--- src/rtl/sfft_bitstream_decoder.sv ---
// Counts ones on each real/imaginary SFFT bitstream lane over a window of
// 2^BITWIDTH enabled samples and presents the counts with a valid/ready
// handshake.
module sfft_bitstream_decoder #(
  parameter int unsigned BITWIDTH  = 8,
  parameter int unsigned NUMINPUTS = 2,
  parameter int unsigned CW        = BITWIDTH + 1
) (
  input  logic                    iClk,
  input  logic                    iRstN,
  input  logic                    iEn,
  input  logic                    iClr,
  input  logic                    iStart,
  input  logic [NUMINPUTS-1:0]    iReal,
  input  logic [NUMINPUTS-1:0]    iImg,
  input  logic                    iReady,
  output logic                    oValid,
  output logic                    oBusy,
  output logic [NUMINPUTS*CW-1:0] oReal,
  output logic [NUMINPUTS*CW-1:0] oImg
);

  localparam logic [BITWIDTH-1:0] CNT_LAST = '1;

  typedef enum logic [1:0] {
    S_IDLE  = 2'd0,
    S_ACCUM = 2'd1,
    S_HOLD  = 2'd2
  } state_e;

  state_e                  state_q, state_d;
  logic [BITWIDTH-1:0]     cnt_q, cnt_d;
  logic [CW-1:0]           acc_re_q [NUMINPUTS];
  logic [CW-1:0]           acc_re_d [NUMINPUTS];
  logic [CW-1:0]           acc_im_q [NUMINPUTS];
  logic [CW-1:0]           acc_im_d [NUMINPUTS];
  logic [NUMINPUTS*CW-1:0] out_re_q, out_re_d;
  logic [NUMINPUTS*CW-1:0] out_im_q, out_im_d;
  logic                    valid_q, valid_d;
  logic                    busy_q, busy_d;

  // Next-state: clear dominates; last enabled sample loads results directly.
  always_comb begin
    state_d  = state_q;
    cnt_d    = cnt_q;
    acc_re_d = acc_re_q;
    acc_im_d = acc_im_q;
    out_re_d = out_re_q;
    out_im_d = out_im_q;
    valid_d  = valid_q;
    busy_d   = busy_q;

    if (iClr) begin
      state_d  = S_IDLE;
      cnt_d    = '0;
      acc_re_d = '{default: '0};
      acc_im_d = '{default: '0};
      out_re_d = '0;
      out_im_d = '0;
      valid_d  = 1'b0;
      busy_d   = 1'b0;
    end else begin
      case (state_q)
        S_IDLE: begin
          if (iStart) begin
            state_d  = S_ACCUM;
            cnt_d    = '0;
            acc_re_d = '{default: '0};
            acc_im_d = '{default: '0};
            busy_d   = 1'b1;
          end
        end
        S_ACCUM: begin
          if (iEn) begin
            for (int k = 0; k < NUMINPUTS; k++) begin
              acc_re_d[k] = acc_re_q[k] + CW'(iReal[k]);
              acc_im_d[k] = acc_im_q[k] + CW'(iImg[k]);
            end
            cnt_d = cnt_q + BITWIDTH'(1);
            if (cnt_q == CNT_LAST) begin
              for (int k = 0; k < NUMINPUTS; k++) begin
                out_re_d[k*CW +: CW] = acc_re_d[k];
                out_im_d[k*CW +: CW] = acc_im_d[k];
              end
              valid_d = 1'b1;
              busy_d  = 1'b0;
              state_d = S_HOLD;
            end
          end
        end
        S_HOLD: begin
          if (iReady) begin
            valid_d = 1'b0;
            state_d = S_IDLE;
          end
        end
        default: begin
          state_d = S_IDLE;
          valid_d = 1'b0;
          busy_d  = 1'b0;
        end
      endcase
    end
  end

  // State and result registers with asynchronous active-low reset.
  always_ff @(posedge iClk or negedge iRstN) begin
    if (!iRstN) begin
      state_q  <= S_IDLE;
      cnt_q    <= '0;
      acc_re_q <= '{default: '0};
      acc_im_q <= '{default: '0};
      out_re_q <= '0;
      out_im_q <= '0;
      valid_q  <= 1'b0;
      busy_q   <= 1'b0;
    end else begin
      state_q  <= state_d;
      cnt_q    <= cnt_d;
      acc_re_q <= acc_re_d;
      acc_im_q <= acc_im_d;
      out_re_q <= out_re_d;
      out_im_q <= out_im_d;
      valid_q  <= valid_d;
      busy_q   <= busy_d;
    end
  end

  assign oValid = valid_q;
  assign oBusy  = busy_q;
  assign oReal  = out_re_q;
  assign oImg   = out_im_q;

endmodule

--- config.mk ---
export PLATFORM = sky130hd
export DESIGN_NAME = sfft_bitstream_decoder
export DESIGN_NICKNAME = d
export VERILOG_FILES = /design/src/rtl/sfft_bitstream_decoder.sv
export SDC_FILE = /design/constraint.sdc
export NUM_CORES = 1
export LEC_CHECK = 0
export CAP_MARGIN = 40
export CORE_ASPECT_RATIO = 1.2
export CORE_MARGIN = 10
export CORE_UTILIZATION = 60
export CTS_CLUSTER_DIAMETER = 100
export DETAILED_ROUTE_END_ITERATION = 8
export MAX_ROUTING_LAYER = met4
export PLACE_DENSITY = 0.85
export RECOVER_POWER = 50
export SLEW_MARGIN = 20
export SYNTH_ARGS = -nofsm -noshare
export SYNTH_HDL_FRONTEND = slang
export SYNTH_SLANG_ARGS = --single-unit
--- constraint.sdc ---
create_clock -name iClk -period 3.6 [get_ports iClk]
set_input_delay 0.72 -clock iClk [delete_from_list [all_inputs] [get_ports iClk]]
set_output_delay 0.72 -clock iClk [all_outputs]
set_load 0.05 [all_outputs]
Yosys cells after proc, flatten, opt, wreduce, memory -nomap -nowiden. Cells that the tools add are included.

Register bits: 84. Output and inout bits: 38. Word-level logic and storage cells: 69.

$add $sub $neg: 5. Equal/unequal tests: 9. Muxes and demuxes: 35. Reductions and logical operators: 10.

Operators with widths (number): $mux W18 (13); $pmux W18 S2 (2); $add A9 B1 Y9 (4); $mux W8 (3); $pmux W8 S2 (1); $ne A3 B3 Y1 const B (4); $reduce_and A4 Y1 (3); $mux W2 (5); $add A8 B1 Y8 const B (1); $eq A8 B8 Y1 const B (1); $mux W1 (8); $pmux W1 S3 (2); $pmux W2 S3 (1); $reduce_and A3 Y1 (2); $reduce_bool A2 Y1 (3); $ne A2 B2 Y1 const B (2); $reduce_bool A3 Y1 (1); $eq A2 B1 Y1 const B (1); $eq A2 B2 Y1 const B (1); $logic_not A2 Y1 (1).

Longest topological paths before layout. Gate-level depths: netlist of run 1.

Word-level depth: 5. Depth in mapped cells: 7. Gate-level depth less buffers: 6.

Worst setup path after synthesis of run 1. Ideal clock, no wire load.

Kind: input -> register. From: in iImg[1]. To: reg out_im_q[15] (netlist: oImg[15]). Setup time: 0.121 ns. Arrival: 1.718 ns. Data required time: 3.479 ns. Path slack: 1.761 ns. Stages: 6. Buffers on the path: 0. Path through: ha_1 ha_1 and3_1 nand3_1 xnor2_1 a22o_1.

Longest elaborated chain between the ends: 5.

RTL lines: start: declaration (RTL line 15) `input logic [NUMINPUTS-1:0] iImg,`; $add A9 B1 Y9 (RTL line 77) `acc_im_d[k] = acc_im_q[k] + CW'(iImg[k]);`; $mux W18 (RTL line 80) `if (cnt_q == CNT_LAST) begin`; $mux W18 (RTL line 74) `if (iEn) begin`; $mux W18 (RTL line 63) `case (state_q)`; $mux W18 (RTL line 53) `if (iClr) begin`; end signal: assignment (RTL line 123) `out_im_q <= out_im_d;`; end: declaration (RTL line 38) `logic [NUMINPUTS*CW-1:0] out_im_q, out_im_d;`.

No other way between the ends. The select of a mux whose other input is x is not followed. A chain may end at the register's enable or synchronous reset.

Worst setup path after layout of run 1.
From: in iEn. To: reg out_re_q[10] (netlist: oReal[10]).

Longest elaborated chain between the ends: 2.

RTL lines: start: declaration (RTL line 11) `input logic iEn,`; $reduce_bool A2 Y1 (no source line); $reduce_and A3 Y1 (no source line); end signal: assignment (RTL line 122) `out_re_q <= out_re_d;`; end: declaration (RTL line 37) `logic [NUMINPUTS*CW-1:0] out_re_q, out_re_d;`.

No other way between the ends.

==> results of run 1 <==
==> logic make-up after synthesis <==
group	share of synthesized area, %
xor+xnor	6.508
mux	0.2479
fa+ha+maj	2.789
buf+inv	4.214
simple gates	12.58
flops	52.06
compound gates	21.60
==> per-stage QoR <==
| step | instances | cell area [um2] | hold WS (ns) |
|---|---|---|---|
| 2_1_floorplan | 358 | 4038 | 0.4244 |
| 3_3_place_gp | 468 | 4479 | 0.4778 |
| 3_5_place_dp | 469 | 4507 | 0.4754 |
| 4_1_cts | 485 | 4732 | 0.3068 |
| 5_1_grt | 486 | 4721 | 0.5073 |
| 6_report | 486 | 4721 | 0.4922 |
==> worst min path at each step <==
stage | from | endpoint | slack (ns)
5_1_grt | oImg[5] | oImg[5] | 0.51
3_3_place_gp | oImg[5] | oImg[5] | 0.48
6_report | oImg[5] | oImg[5] | 0.49
2_1_floorplan | iRstN | acc_im_q[0] | 0.42
4_1_cts | iRstN | oImg[15] | 0.31
3_5_place_dp | oImg[5] | oImg[5] | 0.48
==> flip-flops by register name, indices dropped and copies added, names as in the netlist <==
name / flops
acc_im_q: 18
acc_re_q: 18
oImg: 18
oReal: 18
cnt_q: 8
state_q: 2
oBusy: 1
oValid: 1
==> layer usage <==
layer / vias to the layer above / part of all wire, %
li1: 1389 / -
met1: 1464 / 42
met2: 70 / 51
met3: 20 / 4.6
met4: 0 / 2.2
met5: - / 0
==> cell usage in the layout, fill, tap and decap left out, drive strengths merged, types with 2 or more instances in the layout <==
cell / count
and4: 3
nor4: 2
o31ai: 11
inv: 5
bufinv: 2
clkdlybuf4s50: 34
dlygate4sd3: 12
nand4: 9
buf: 5
o32ai: 2
xor2: 12
o2bb2ai: 14
o21ai: 37
a21oi: 6
xnor2: 18
dfrtp: 84
nand2b: 3
a22o: 31
and3: 6
nand2: 26
clkbuf: 12
clkinvlp: 2
ha: 9
nor2: 21
nand3: 16
nor3: 3
a31oi: 6
==> worst max-delay path, cell delays in order <==
cell	delay, ns
dlygate4sd3_1	0.60
nand4_1	0.14
nor2_1	0.08
a31oi_1	0.96
buf_4	0.36
a22o_1	0.14
==> cell type report <==
type / count / area share [%]
well taps: 85 / 2.253
clock inverters: 5 / 1.776
clock buffers: 11 / 2.995
repair buffers: 52 / 11.21
inverters: 4 / 0.3180
multi-input cells: 245 / 36.92
flip-flops and latches: 84 / 44.53
==> power groups by stage <==
| stage | logic [uW] | clock network, uW | registers (uW) |
|---|---|---|---|
| 2_1_floorplan | 63.2 | 0 | 974 |
| 3_3_place_gp | 99.1 | 0 | 974 |
| 3_5_place_dp | 105 | 0 | 974 |
| 4_1_cts | 105 | 767 | 955 |
| 5_1_grt | 116 | 807 | 956 |
| 6_report | 104 | 757 | 955 |
==> flow_summary_export.csv, run 1 <==
group,metric,value,unit
critical_path,critPathMaxFanout,11,
synth,yosys-top-cells-count,"dfrtp_1, o21ai_0, a22o_1",
synth,ys_async_sr_fraction,100.0,%
power,p_switching,420.3,uW
global_route,grt_use_met3,2.797,%
global_route,grt_max_degree,52,
clocking,cts_tree,"done",
clocking,clk_path_buf_depth,2,
global_route,grt_pass1_wl,14.53,mm
die,ios,48,
place,post-place-ws,0.8336,ns
power,p_int,1395,uW
drt,firstDrtPassIters,5,
synth,yosysSeqAreaShare,52.06,%
timing,grt_setup_unrepaired,"no",
cells_and_area,multiInputGateArea,1743,um2
place,gp_routability_congestion,0.8529,
die,core,6486,um2
timing,fmax,368.9,MHz
synth,synthFlopType,"dfrtp_1",
drt,first_iter_violations,128,
synth,yosys.area.top_type,"dfrtp_1",
critical_path,regToRegSetupSlack,1.19,ns
synth,ys_seq_elements,84,
power,peakVddDrop,0.2317,mV
global_route,grt_use_total,18.00,%
cells_and_area,area.sequential,2102,um2
clocking,clk_latency,0.35,ns
synth,synth_area_leaders,"dfrtp_1, a22o_1, xnor2_1",
critical_path,crit_path_start,"iEn",
drt,via_per_inst,6.056,
clocking,cts_setup_buffers,0,
clocking,cts.htree.levels,3,
drt,num_vias,2943,
timing,maxSlewHeadroom,-20.97,%
power,leakagePower,0.002091,uW
cells_and_area,fillers,458,
status,status,"complete, but fails checks",
global_route,met1_usage,21.55,%
synth,yosys.area.top_type_share,52.06,%
critical_path,required,3.90,ns
timing,slew_violations,34,
drt,ant_nets,0,
die,die_w,94.89,um
synth,syn-instance-count,358,
cells_and_area,diodes,0,
cells_and_area,syn_to_final_growth,16.92,%
timing,final.min_clock_period,2.711,ns
synth,synth_nets,377,
hold_path,holdPathStages,1,
timing,setup_viol,0,
critical_path,reg2reg_depth,6,
global_route,use_met2,28.83,%
synth,yosysUniqueCellTypes,45,
critical_path,cp-start-kind,"primary input",
clocking,path_clk_slew,0.08,ns
global_route,grt_overflow,0,
drt,drt_wl_total,8.714,mm
drt,wl_per_cell,17.93,um
power,power.share.switching,23.15,%
power,powerDensity,384.6,nW/um2
timing,final.setup.worst_slack,0.8895,ns
timing,tns,0,ns
die,dieArea,10420,um2
die,start_util,62.25,%
power,comb_power_share,5.7,%
critical_path,crit_end,"oReal[10]",
clocking,cts_sinks,84,
cells_and_area,final_core_util,72.78,%
synth,synth-edff-count,0,
clocking,cts.repair.resized,0,
clocking,root_buffer,"clkbuf_8",
die,std_cell_rows,32,
synth,synth_area_per_cell,11.28,um2
flow_run,drv_cap,1,
critical_path,reg2reg_to,"oReal[10]",
clocking,cts_buffers,9,
cells_and_area,drive_gt1_share,10.72,%
drt,drc,0,
die,chipHeight,109.9,um
global_route,busiest_layer,"met2",
global_route,grt_pass1_vias,2978,
place,hpwl,5.792,mm
power,p_seq_share,52.6,%
synth,yosysWarnings,0,
timing,finalCritPeriodShare,75.29,%
timing,worst_pin_slew,1.814,ns
cells_and_area,layout.nets,415,
critical_path,worstSetupPathType,"primary input to flop",
power,clkPwrFrac,41.7,%
global_route,antenna_found_initial,0,
critical_path,cp.arrival,3.01,ns
synth,syn-cell-area,4038,um2
synth,synthMostInstantiatedCell,"dfrtp_1",
timing,hold_viol,0,
critical_path,rr_startpoint,"cnt_q[0]",
hold_path,hp-class,"flop to flop",
timing,fin_skew,0.008422,ns
status,violations,"max-capacitance violations, max-slew violations",
clocking,postCtsHoldBufs,0,
power,total_power,1816,uW
critical_path,cp-end-kind,"flop",
place,numPortBuffers,47,
Power figures use the tool's default switching activity.
==> run 2: changes to the inputs <==
- CORE_UTILIZATION: 60 -> 56
- PLACE_DENSITY: 0.85 -> 0.8
- clock period: 3.6 -> 2.61 ns (I/O delays scaled with it)
==> flow_summary_export.csv, run 2 (synthesis gave the netlist of run 1 again) <==
group,metric,value,unit
status,status,"complete, but fails checks",
status,violations,"max-capacitance violations, max-slew violations",
clocking,postCtsHoldBufs,0,
clocking,cts.htree.levels,3,
clocking,root_buffer,"clkbuf_8",
hold_path,hold_start,"oImg[7]",
clocking,clk_latency,0.36,ns
critical_path,cp-start-kind,"primary input",
clocking,clk_path_buf_depth,2,
clocking,cts_sinks,84,
die,die_w,97.52,um
timing,final.setup.worst_slack,0.3852,ns
timing,worst_pin_slew,2.080,ns
global_route,grt_use_total,16.65,%
critical_path,cp-end-kind,"flop",
power,leakagePower,0.002081,uW
clocking,cts_setup_buffers,0,
global_route,met1_usage,19.70,%
critical_path,worstSetupPathType,"primary input to flop",
global_route,grt_pass1_wl,14.95,mm
place,hpwl,6.039,mm
cells_and_area,area.sequential,2102,um2
global_route,grt_pass1_vias,3018,
drt,via_per_inst,6.004,
drt,num_vias,2954,
critical_path,required,2.92,ns
global_route,busiest_layer,"met2",
cells_and_area,fillers,538,
clocking,cts_tree,"done",
cells_and_area,drive_gt1_share,11.36,%
drt,drc,0,
die,ios,48,
global_route,grt_use_met3,2.739,%
flow_run,drv_cap,1,
timing,tns,0,ns
drt,drt_wl_total,8.735,mm
cells_and_area,mostFrequentLayoutCells,"dfrtp_1, clkdlybuf4s50_1, o21ai_0, a22o_1, nand2_1",
drt,ant_nets,0,
timing,hold_viol,0,
die,chipHeight,113.0,um
cells_and_area,syn_to_final_growth,17.54,%
clocking,cts.repair.resized,0,
drt,first_iter_violations,181,
hold_path,hp-class,"flop to flop",
die,dieArea,11020,um2
timing,fin_skew,0.01081,ns
cells_and_area,layout.nets,419,
cells_and_area,mostFrequentLayoutCell,"dfrtp_1",
cells_and_area,multiInputGateArea,1747,um2
die,start_util,58.21,%
global_route,grt_max_degree,42,
timing,setup_viol,0,
clocking,path_clk_slew,0.09,ns
timing,maxSlewHeadroom,-38.64,%
critical_path,rr_startpoint,"cnt_q[0]",
critical_path,cp.arrival,2.53,ns
drt,firstDrtPassIters,4,
global_route,use_met2,26.83,%
drt,wl_per_cell,17.75,um
critical_path,crit_path_start,"iEn",
critical_path,critPathMaxFanout,24,
place,numPortBuffers,47,
timing,grt_setup_unrepaired,"no",
global_route,grt_overflow,0,
timing,final.min_clock_period,2.225,ns
timing,slew_violations,37,
place,post-place-ws,0.2842,ns
place,gp_routability_congestion,0.8582,
timing,fmax,449.5,MHz
power,powerDensity,515.2,nW/um2
cells_and_area,diodes,0,
clocking,cts_buffers,9,
global_route,antenna_found_initial,0,
timing,finalCritPeriodShare,85.24,%
die,core,6937,um2
die,std_cell_rows,33,
power,peakVddDrop,0.3677,mV
[run 2: changes by cell type in the layout (fill, tap and decap cells not counted), sizes merged]
| cell | change |
|---|---|
| clkbuf | +1 |
| buf | +2 |
| dlygate4sd3 | -11 |
| clkdlybuf4s50 | +11 |
| bufinv | -1 |
| clkinvlp | -2 |
| clkinv | +4 |
[run 2: path summary, 6_finish.rpt]
check | endpoint | slack, ns | cells past startpoint
hold / removal | oImg[7] | 0.50 | 1
hold reg to reg | oImg[7] | 0.50 | 1
setup / recovery | oReal[6] | 0.39 | 6
min in group asynchronous | oReal[1] | 0.74 | 1
max in group asynchronous | acc_im_q[13] | 0.67 | 1
setup reg to reg | oReal[6] | 0.51 | 6
[run 2: where the power goes]
part | switching, uW | internal [uW]
clock network | 499 | 478
registers | 9.56 | 1310
logic | 97.9 | 52.4
[run 2: routing by layer]
| metal | vias up | routed length (um) |
|---|---|---|
| li1 | 1396 | - |
| met1 | 1468 | 3807 |
| met2 | 74 | 4285 |
| met3 | 16 | 440 |
| met4 | 0 | 202 |
| met5 | - | 0 |
[run 2: stage by stage]
stage	hold WS [ns]	cells	power, uW	area, um2	utilization (%)
after floorplan	0.2264	358	1431	4038	-
after global placement	0.4811	476	1497	4564	65.80
after detailed placement	0.4819	476	1499	4564	65.80
after CTS	0.1256	492	2460	4775	68.83
after global routing	0.5189	492	2518	4746	68.42
final	0.5021	492	2445	4746	68.42
[run 2: final cells by class]
| cell class | instances | share of cell area [%] |
|---|---|---|
| Tap cell | 87 | 2.294 |
| Sequential cell | 84 | 44.29 |
| Inverter | 4 | 0.3164 |
| Clock inverter | 6 | 1.529 |
| Multi-Input combinational cell | 245 | 36.80 |
| Timing Repair Buffer | 56 | 11.86 |
| Clock buffer | 10 | 2.900 |
[run 2: critical path, stage by stage]
cell	delay, ns
dlygate4sd3_1	0.61
nand4_1	0.15
nor2_1	0.09
a31oi_2	0.73
buf_12	0.27
a22o_1	0.16
